**config.mk**
```make
export PLATFORM = sky130hd
export DESIGN_NAME = gfx_rom_arbiter
export DESIGN_NICKNAME = d
export VERILOG_FILES = /design/src/rtl/gfx_pkg.sv /design/src/rtl/tag_fifo.sv /design/src/rtl/gfx_rom_arbiter.sv
export SDC_FILE = /design/constraint.sdc
export NUM_CORES = 1
export LEC_CHECK = 0
export BUFFER_PORTS_ARGS = -buffer_cell sky130_fd_sc_hd__buf_2
export CORE_UTILIZATION = 44
export DETAILED_ROUTE_END_ITERATION = 8
export MAX_ROUTING_LAYER = met4
export PLACE_DENSITY = 0.75
export SYNTH_ARGS = -nofsm -noshare
export SYNTH_HDL_FRONTEND = slang
export SYNTH_HIERARCHICAL = 1
export SYNTH_SLANG_ARGS = --single-unit
```
**constraint.sdc**
```tcl
create_clock -name clk_sys -period 2 [get_ports clk_sys]
set_input_delay 0.2 -clock clk_sys [delete_from_list [all_inputs] [get_ports clk_sys]]
set_output_delay 0.2 -clock clk_sys [all_outputs]
set_load 0.03 [all_outputs]
```
**src/rtl/gfx_pkg.sv**
```systemverilog
// Shared definitions for the graphics ROM arbiter: requester tags and arbiter states.
package gfx_pkg;
    localparam logic TAG_CHAR = 1'b0;
    localparam logic TAG_SPR  = 1'b1;

    typedef enum logic {IDLE, ISSUE} arb_state_e;
endpackage

```
**src/rtl/tag_fifo.sv**
```systemverilog
// DEPTH x 1-bit owner-tag FIFO; push and pop may happen in the same cycle.
module tag_fifo #(
    parameter int DEPTH = 4,
    localparam int PW   = (DEPTH > 1) ? $clog2(DEPTH) : 1,
    localparam int CW   = $clog2(DEPTH) + 1
) (
    input  logic          i_clk,
    input  logic          i_rst_n,
    input  logic          i_push,
    input  logic          i_din,
    input  logic          i_pop,
    output logic          o_dout,
    output logic          o_full,
    output logic          o_empty,
    output logic [CW-1:0] o_count
);
    logic [DEPTH-1:0] r_mem;
    logic [PW-1:0]    r_wp;
    logic [PW-1:0]    r_rp;
    logic [CW-1:0]    r_cnt;

    always_ff @(posedge i_clk or negedge i_rst_n) begin
        if (!i_rst_n) begin
            r_mem <= '0;
            r_wp  <= '0;
            r_rp  <= '0;
            r_cnt <= '0;
        end else begin
            if (i_push) begin
                r_mem[r_wp] <= i_din;
                r_wp        <= r_wp + 1'b1;
            end
            if (i_pop)
                r_rp <= r_rp + 1'b1;
            // Simultaneous push and pop leaves occupancy unchanged.
            if (i_push && !i_pop)
                r_cnt <= r_cnt + 1'b1;
            else if (i_pop && !i_push)
                r_cnt <= r_cnt - 1'b1;
        end
    end

    assign o_dout  = r_mem[r_rp];
    assign o_full  = (r_cnt == CW'(DEPTH));
    assign o_empty = (r_cnt == '0);
    assign o_count = r_cnt;
endmodule

```
**src/rtl/gfx_rom_arbiter.sv**
```systemverilog
// Shares one pipelined ROM read port between char and sprite fetch; char has
// priority, sprite is guaranteed a grant after STARVE_MAX blocked accepts.
module gfx_rom_arbiter
    import gfx_pkg::*;
#(
    parameter int AW         = 13,
    parameter int DW         = 16,
    parameter int DEPTH      = 4,
    parameter int STARVE_MAX = 3
) (
    input  logic          clk_sys,
    input  logic          reset_n,
    input  logic          ch_req,
    input  logic [AW-1:0] ch_addr,
    output logic          ch_ack,
    output logic          ch_valid,
    output logic [DW-1:0] ch_data,
    input  logic          sp_req,
    input  logic [AW-1:0] sp_addr,
    output logic          sp_ack,
    output logic          sp_valid,
    output logic [DW-1:0] sp_data,
    output logic          rom_req,
    output logic [AW-1:0] rom_addr,
    input  logic          rom_rdy,
    input  logic          rom_dvalid,
    input  logic [DW-1:0] rom_data,
    output logic          busy,
    output logic          proto_err
);
    localparam int CW = $clog2(DEPTH) + 1;
    localparam int SW = $clog2(STARVE_MAX + 1);

    arb_state_e    r_state, w_state_nxt;
    logic [AW-1:0] r_rom_addr;
    logic          r_tag;
    logic [SW-1:0] r_starve;
    logic          r_ch_valid, r_sp_valid, r_proto_err;
    logic [DW-1:0] r_ch_data, r_sp_data;

    logic          w_fifo_head, w_fifo_full, w_fifo_empty;
    logic [CW-1:0] w_fifo_cnt;
    logic          w_push, w_pop, w_room, w_spr_win, w_ch_ack, w_sp_ack;

    assign w_pop  = rom_dvalid && !w_fifo_empty;
    assign w_push = (r_state == ISSUE) && rom_rdy;
    // A return in this cycle frees a slot for this cycle's accept.
    assign w_room = !w_fifo_full || w_pop;
    assign w_spr_win = sp_req && (!ch_req || r_starve == SW'(STARVE_MAX));

    tag_fifo #(.DEPTH(DEPTH)) u_tag_fifo (
        .i_clk   (clk_sys),
        .i_rst_n (reset_n),
        .i_push  (w_push),
        .i_din   (r_tag),
        .i_pop   (w_pop),
        .o_dout  (w_fifo_head),
        .o_full  (w_fifo_full),
        .o_empty (w_fifo_empty),
        .o_count (w_fifo_cnt)
    );

    always_ff @(posedge clk_sys or negedge reset_n) begin
        if (!reset_n) r_state <= IDLE;
        else          r_state <= w_state_nxt;
    end

    always_comb begin
        w_state_nxt = r_state;
        w_ch_ack    = 1'b0;
        w_sp_ack    = 1'b0;
        case (r_state)
            IDLE: begin
                if (w_room) begin
                    w_sp_ack = w_spr_win;
                    w_ch_ack = ch_req && !w_spr_win;
                end
                if (w_ch_ack || w_sp_ack) w_state_nxt = ISSUE;
            end
            ISSUE: if (rom_rdy) w_state_nxt = IDLE;
            default: w_state_nxt = IDLE;
        endcase
    end

    always_ff @(posedge clk_sys or negedge reset_n) begin
        if (!reset_n) begin
            r_rom_addr  <= '0;
            r_tag       <= TAG_CHAR;
            r_starve    <= '0;
            r_ch_valid  <= 1'b0;
            r_sp_valid  <= 1'b0;
            r_ch_data   <= '0;
            r_sp_data   <= '0;
            r_proto_err <= 1'b0;
        end else begin
            if (w_ch_ack || w_sp_ack) begin
                r_rom_addr <= w_sp_ack ? sp_addr : ch_addr;
                r_tag      <= w_sp_ack ? TAG_SPR : TAG_CHAR;
            end
            if (!sp_req || w_sp_ack)
                r_starve <= '0;
            else if (w_ch_ack)
                r_starve <= r_starve + 1'b1;

            r_ch_valid <= w_pop && (w_fifo_head == TAG_CHAR);
            r_sp_valid <= w_pop && (w_fifo_head == TAG_SPR);
            if (w_pop && w_fifo_head == TAG_CHAR) r_ch_data <= rom_data;
            if (w_pop && w_fifo_head == TAG_SPR)  r_sp_data <= rom_data;
            if (rom_dvalid && w_fifo_empty) r_proto_err <= 1'b1;
        end
    end

    assign ch_ack    = w_ch_ack;
    assign sp_ack    = w_sp_ack;
    assign rom_req   = (r_state == ISSUE);
    assign rom_addr  = r_rom_addr;
    assign ch_valid  = r_ch_valid;
    assign ch_data   = r_ch_data;
    assign sp_valid  = r_sp_valid;
    assign sp_data   = r_sp_data;
    assign busy      = (r_state == ISSUE) || (w_fifo_cnt != '0);
    assign proto_err = r_proto_err;
endmodule

```
# Word level (Yosys, flattened, before mapping)
# Index checks and enable logic that the tools add are counted.
# W data, S select, Z words.
[totals] output_inout_bits=52 memories=0 elab_cells=72 mem_bits_ro=0 inputBits=48 reg_bits=63 ram_bits=0 latchBits=0
[op_classes] magnitude_cmp=3 mux=20 n_mul=0 div=0 n_eq_ne=2 n_shift=0 n_reduce_logical=27 n_bitwise=2 n_addsub=5
[op_table] operator="$mux W13" count=1
[op_table] operator="$mux W1" count=11
[op_table] operator="$logic_and A1 B1 Y1" count=10
[op_table] operator="$logic_not A1 Y1" count=7
[op_table] operator="$add A2 B1 Y2 const B" count=3
[op_table] operator="$logic_or A1 B1 Y1" count=6
[op_table] operator="$lt A2 B3 Y1 const B" count=2
[op_table] operator="$mux W3" count=2
[op_table] operator="$bwmux W4" count=1
[op_table] operator="$mux W2" count=2
[op_table] operator="$reduce_bool A2 Y1" count=2
[op_table] operator="$add A3 B1 Y3 const B" count=1
[op_table] operator="$eq A3 B3 Y1 const B" count=1
[op_table] operator="$logic_not A3 Y1" count=1
[op_table] operator="$reduce_bool A3 Y1" count=1
[op_table] operator="$sub A3 B1 Y3 const B" count=1
[op_table] operator="$bmux W1 S2" count=1
[op_table] operator="$demux W1 S2" count=1
[op_table] operator="$eq A2 B2 Y1 const B" count=1
[op_table] operator="$ge A2 B1 Y1 const B" count=1
[op_table] operator="$not A1 Y1" count=2
[op_table] operator="$pmux W1 S2" count=1

# Depth between registers and ports, before layout
[depth] word_depth=10 depth_mapped=10 ltp_nobuf=10

# Cells and area by module
# The synthesis kept the hierarchy.
[by_module_without_submodules] module="gfx_rom_arbiter" cells_per_inst=146 instances=1 seq_area_each_um2=1301.2 area_each_um2=2155.8
[by_module_without_submodules] module="tag_fifo" cells_per_inst=43 instances=1 seq_area_each_um2=275.3 area_each_um2=548.0

# Least setup slack after synthesis
# OpenSTA, ideal clock, no wires.
[synth_path] path_type="register to register" from="reg u_tag_fifo.r_cnt[0], in the netlist u_tag_fifo/o_count[0]" to="reg u_tag_fifo.r_cnt[2], in the netlist u_tag_fifo/o_count[2]" setup_time_ns=0.079 arrival_time_ns=1.946 stages_incl_launch_ff=11 path_slack_ns=-0.025 t_required_ns=1.921 period_less_slack_ns=2.025 path_cell_list="dfrtp_1 > nor3_1 > nand2b_4 > inv_2 > inv_1 > ha_1 > inv_1 > fa_1 > xor2_1 > nor2_1 > xor2_1"
[synth_via] elab_chain_len=6 word_cells_on_any_way=11 classes_between="add/sub (2); mux (2); reduce/logical (7)"
[synth_lines] element="from (decl)" line="tag_fifo.sv:20" source="logic [CW-1:0] r_cnt;"
[synth_lines] element="from (signal assigned)" line="tag_fifo.sv:37" source="r_cnt <= r_cnt + 1'b1;"
[synth_lines] element="from (signal assigned)" line="tag_fifo.sv:39" source="r_cnt <= r_cnt - 1'b1;"
[synth_lines] element="$logic_not A3 Y1 *" line="tag_fifo.sv:45" source="assign o_empty = (r_cnt == '0);"
[synth_lines] element="net w_fifo_empty" line="gfx_rom_arbiter.sv:41" source="logic w_fifo_head, w_fifo_full, w_fifo_empty;"
[synth_lines] element="$logic_not A1 Y1 *" line="gfx_rom_arbiter.sv:45" source="assign w_pop = rom_dvalid && !w_fifo_empty;"
[synth_lines] element="$logic_and A1 B1 Y1 *" line="gfx_rom_arbiter.sv:45"
[synth_lines] element="net w_pop" line="gfx_rom_arbiter.sv:43" source="logic w_push, w_pop, w_room, w_spr_win, w_ch_ack, w_sp_ack;"
[synth_lines] element="$logic_not A1 Y1" line="tag_fifo.sv:36" source="if (i_push && !i_pop)"
[synth_lines] element="$logic_and A1 B1 Y1" line="tag_fifo.sv:36"
[synth_lines] element="$mux W3 or $reduce_bool A2 Y1 (tied branches)"
# The timed path passes the listed nets; every way through them passes the cells marked *. The select of a mux whose other input is x is not followed.
# A chain may end at the register's enable or synchronous reset.

# Worst setup path in the final report
[layout_path] from="reg u_tag_fifo.r_cnt[1], in the netlist u_tag_fifo/o_count[1]" to="out ch_ack"
[layout_via] elab_chain_len=7 word_cells_on_any_way=9 classes_between="eq/ne (1); mux (3); reduce/logical (5)"
[layout_lines] element="$logic_not A3 Y1" line="tag_fifo.sv:45"
[layout_lines] element="net w_fifo_empty" line="gfx_rom_arbiter.sv:41"
[layout_lines] element="$logic_not A1 Y1" line="gfx_rom_arbiter.sv:45"
[layout_lines] element="$logic_and A1 B1 Y1" line="gfx_rom_arbiter.sv:45"
[layout_lines] element="$logic_or A1 B1 Y1" line="gfx_rom_arbiter.sv:48" source="assign w_room = !w_fifo_full || w_pop;"
[layout_lines] element="$mux W1" line="gfx_rom_arbiter.sv:74" source="if (w_room) begin"
[layout_lines] element="$mux W1 (2 in series)" line="gfx_rom_arbiter.sv:72" source="case (r_state)"
[layout_lines] element="to (decl)" line="gfx_rom_arbiter.sv:15" source="output logic ch_ack,"
# The timed path passes the listed nets, and every way through them passes these cells. The select of a mux whose other input is x is not followed.

==> results.py <==
metrics = {
    "critical_path": {
        "r2r-start": "u_tag_fifo/o_count[1]",
        "r2r_end": "u_tag_fifo/o_count[2]",
        "start_kind": "flip-flop",
        "r2r_setup_slack_ns": 0.07,
        "crit_type": "reg -> out",
        "worstPathArrival_ns": 1.74,
        "endpoint_kind": "output port",
        "crit_required_ns": 1.80,
        "cp_max_fo": 5,
        "reg2regPathDepth": 10,
    },
    "synthesis": {
        "yosys_most_used_dff": "dfrtp_1",
        "ys_types": 38,
        "synth-async-reset-ratio_pct": 100.0,
        "synth-edff-count": 0,
        "syn_area_um2": 2704,
        "netlist_instances": 189,
        "ys_ff_latch": 63,
        "synth_warnings": 6,
        "synth_nets": 244,
        "postSynthAreaPerCell_um2": 14.31,
        "yosysSeqAreaShare_pct": 58.31,
    },
    "sta": {
        "finalSetupViolations": 0,
        "drv_slew": 0,
        "period_needed_ns": 1.937,
        "min_period_over_period_pct": 96.86,
        "hold_viol": 0,
        "final.setup.tns_ns": 0,
        "tightest_slew_ns": 0.5703,
        "rsz0062_at_grt": "yes",
        "timing.fmax_mhz": 516.2,
        "whs_ns": 0.06926,
        "finClkSkew_ns": 0.01147,
        "relSlewSlack_pct": 61.98,
    },
    "clocking": {
        "cts_root_buffer": "clkbuf_8",
        "h-tree-depth": 3,
        "insertion_delay_ns": 0.34,
        "clk_path_buf_depth": 2,
        "clock_sinks": 63,
        "cts_tree": "built",
        "cts_buffers": 9,
        "clkTransAtPathRegs_ns": 0.07,
    },
    "final_layout": {
        "layout_commonest_cell": "buf_2",
        "final_cell_mix": "98 x buf_2, 61 x dfrtp_1, 33 x mux2_2",
        "drive_gt1_share_pct": 57.93,
        "fin_util_pct": 60.95,
        "fillCellCount": 476,
        "areaGrowthSynthToFinish_pct": 33.46,
        "final_nets": 359,
        "antenna_cells": 0,
    },
    "power": {
        "powerDensity_nw_per_um2": 1886,
        "ir_drop_uv": 1106,
        "power_mw": 6.804,
        "p_leak_nw": 1.700,
    },
    "drt": {
        "first_pass_iters": 4,
        "wl_um": 5664,
        "routed-via-count": 1981,
        "drt_iter0_drc": 42,
        "vias_per_cell": 5.159,
        "postRouteAntennaNets": 0,
        "routedWlPerCell_um": 14.75,
        "drc": 0,
    },
    "global_routing": {
        "first_global_vias": 1879,
        "grt_pass1_wl_um": 8514,
        "grt.total_usage_pct": 18.09,
        "grt_max_degree": 41,
        "antenna_found_initial": 0,
        "grt-ovfl-total": 0,
    },
    "floorplan": {
        "die_h_um": 80.39,
        "ioPinCount": 100,
        "design.die.area_um2": 6463,
        "rows": 28,
        "coreArea_um2": 5921,
        "die_w_um": 80.39,
        "initial_core_util_pct": 45.67,
    },
    "placement": {
        "hpwl_um": 3999,
        "gp_congestion": 0.6901,
        "io_buffers": 99,
    },
    "outcome": {
        "status": "complete, no violations",
    },
    "worst_hold_path": {
        "hold_path.startpoint": "rom_rdy",
        "hold_end": "rom_req",
        "hold_path_class": "in -> reg",
        "whs_path_depth": 2,
    },
    "job": {
        "drv_cap": 0,
    },
}
-- critical path, stage by stage, from the launching register on --
cell and delay (ns):
dfrtp_2 0.45, nor3_4 0.21, nand2b_4 0.17, buf_4 0.16
a21o_1 0.18, nor2_1 0.06, buf_2 0.18
-- state kept, by name, summed over array words and instances (netlist names) --
name and flops:
ch_data 16, rom_addr 13, sp_data 16, u_tag_fifo/r_wp 2
u_tag_fifo/r_mem 4, r_tag 1, u_tag_fifo/o_count 3, u_tag_fifo/r_rp 2
rom_req 1, proto_err 1, sp_valid 1, r_starve 2
ch_valid 1
-- per-layer routing --
| layer | GRT usage, % | part of all wire, % | vias to the layer above |
|---|---|---|---|
| li1 | - | - | 927 |
| met1 | 23.41 | 45 | 961 |
| met2 | 27.46 | 47 | 83 |
| met3 | 3.864 | 6.0 | 10 |
| met4 | 8.036 | 1.5 | 0 |
| met5 | - | 0 | - |
-- repair_timing --
action                                  CTS  global route
cloned                                    0             0
pin swaps                                 1             6
setup buffers                             1             3
resized for setup                         2            10
hold buffers                              1             0
endpoints found under the setup margin    1            16
endpoints found under the hold margin    23             0
-- how the worst max path moves through the flow --
| stage | start | end | slack (ns) | cells after the start |
|---|---|---|---|---|
| after CTS | u_tag_fifo/o_count[1] | sp_ack | 0.03 | 6 |
| after global routing | u_tag_fifo/o_count[1] | ch_ack | -0.03 | 6 |
| after detailed placement | u_tag_fifo/o_count[2] | u_tag_fifo/o_count[2] | 0.005 | 10 |
| after global placement | u_tag_fifo/o_count[2] | u_tag_fifo/o_count[2] | 0.09 | 10 |
| final | u_tag_fifo/o_count[1] | ch_ack | 0.06 | 6 |
| after floorplan | u_tag_fifo/o_count[0] | u_tag_fifo/o_count[2] | 0.02 | 10 |
-- stage by stage --
step                instances  cell area (um^2)  worst slack (ns)
finish                    384              3608           0.06276
global route              384              3608          -0.02781
CTS                       381              3550           0.03122
detailed placement        363              3329          0.005352
global placement          363              3329           0.08855
floorplan                 189              2710           0.01680
-- kinds of logic after synthesis --
group / count (synthesis) / share of synthesized area [%]
mux: 40 / 16.98
xor+xnor: 6 / 1.944
fa+ha+maj: 7 / 3.517
compound gates: 35 / 11.29
simple gates: 22 / 4.813
buf+inv: 16 / 3.147
flops: 63 / 58.31
-- power by group --
group / total (mW) / leakage (nW) / internal (mW) / switching (mW)
Sequential: 2.29 / 0.733 / 1.92 / 0.367
Combinational: 3.44 / 0.879 / 1.41 / 2.03
Clock: 1.08 / 0.0875 / 0.574 / 0.503
-- cells in the mapped netlist (2+ instances only) --
cell        n  area share [%]
a2bb2oi_1  13             4.2
ha_1        6             2.8
a21o_1      2            0.56
xor2_1      4             1.3
mux2_1      4             1.7
xnor2_1     2            0.65
inv_1       6            0.83
o32ai_1    13             4.2
mux2i_1     2            0.74
mux2_2     33              14
inv_2       2            0.28
buf_2       4            0.74
dfrtp_1    63              58
nor3_1      2            0.37
nand2_1     8             1.1
buf_6       2            0.83
nor2_1      2            0.28
-- layout make-up --
| cell class | count | area [um^2] | share of cell area, % |
|---|---|---|---|
| flip-flops and latches | 63 | 1579 | 43.76 |
| multi-input cells | 110 | 1082 | 29.99 |
| repair buffers | 112 | 623.1 | 17.27 |
| clock buffers | 9 | 123.9 | 3.433 |
| well taps | 75 | 93.84 | 2.601 |
| clock inverters | 7 | 73.82 | 2.046 |
| inverters | 8 | 32.53 | 0.9015 |
No activity file was read; power rests on OpenSTA's default activity.
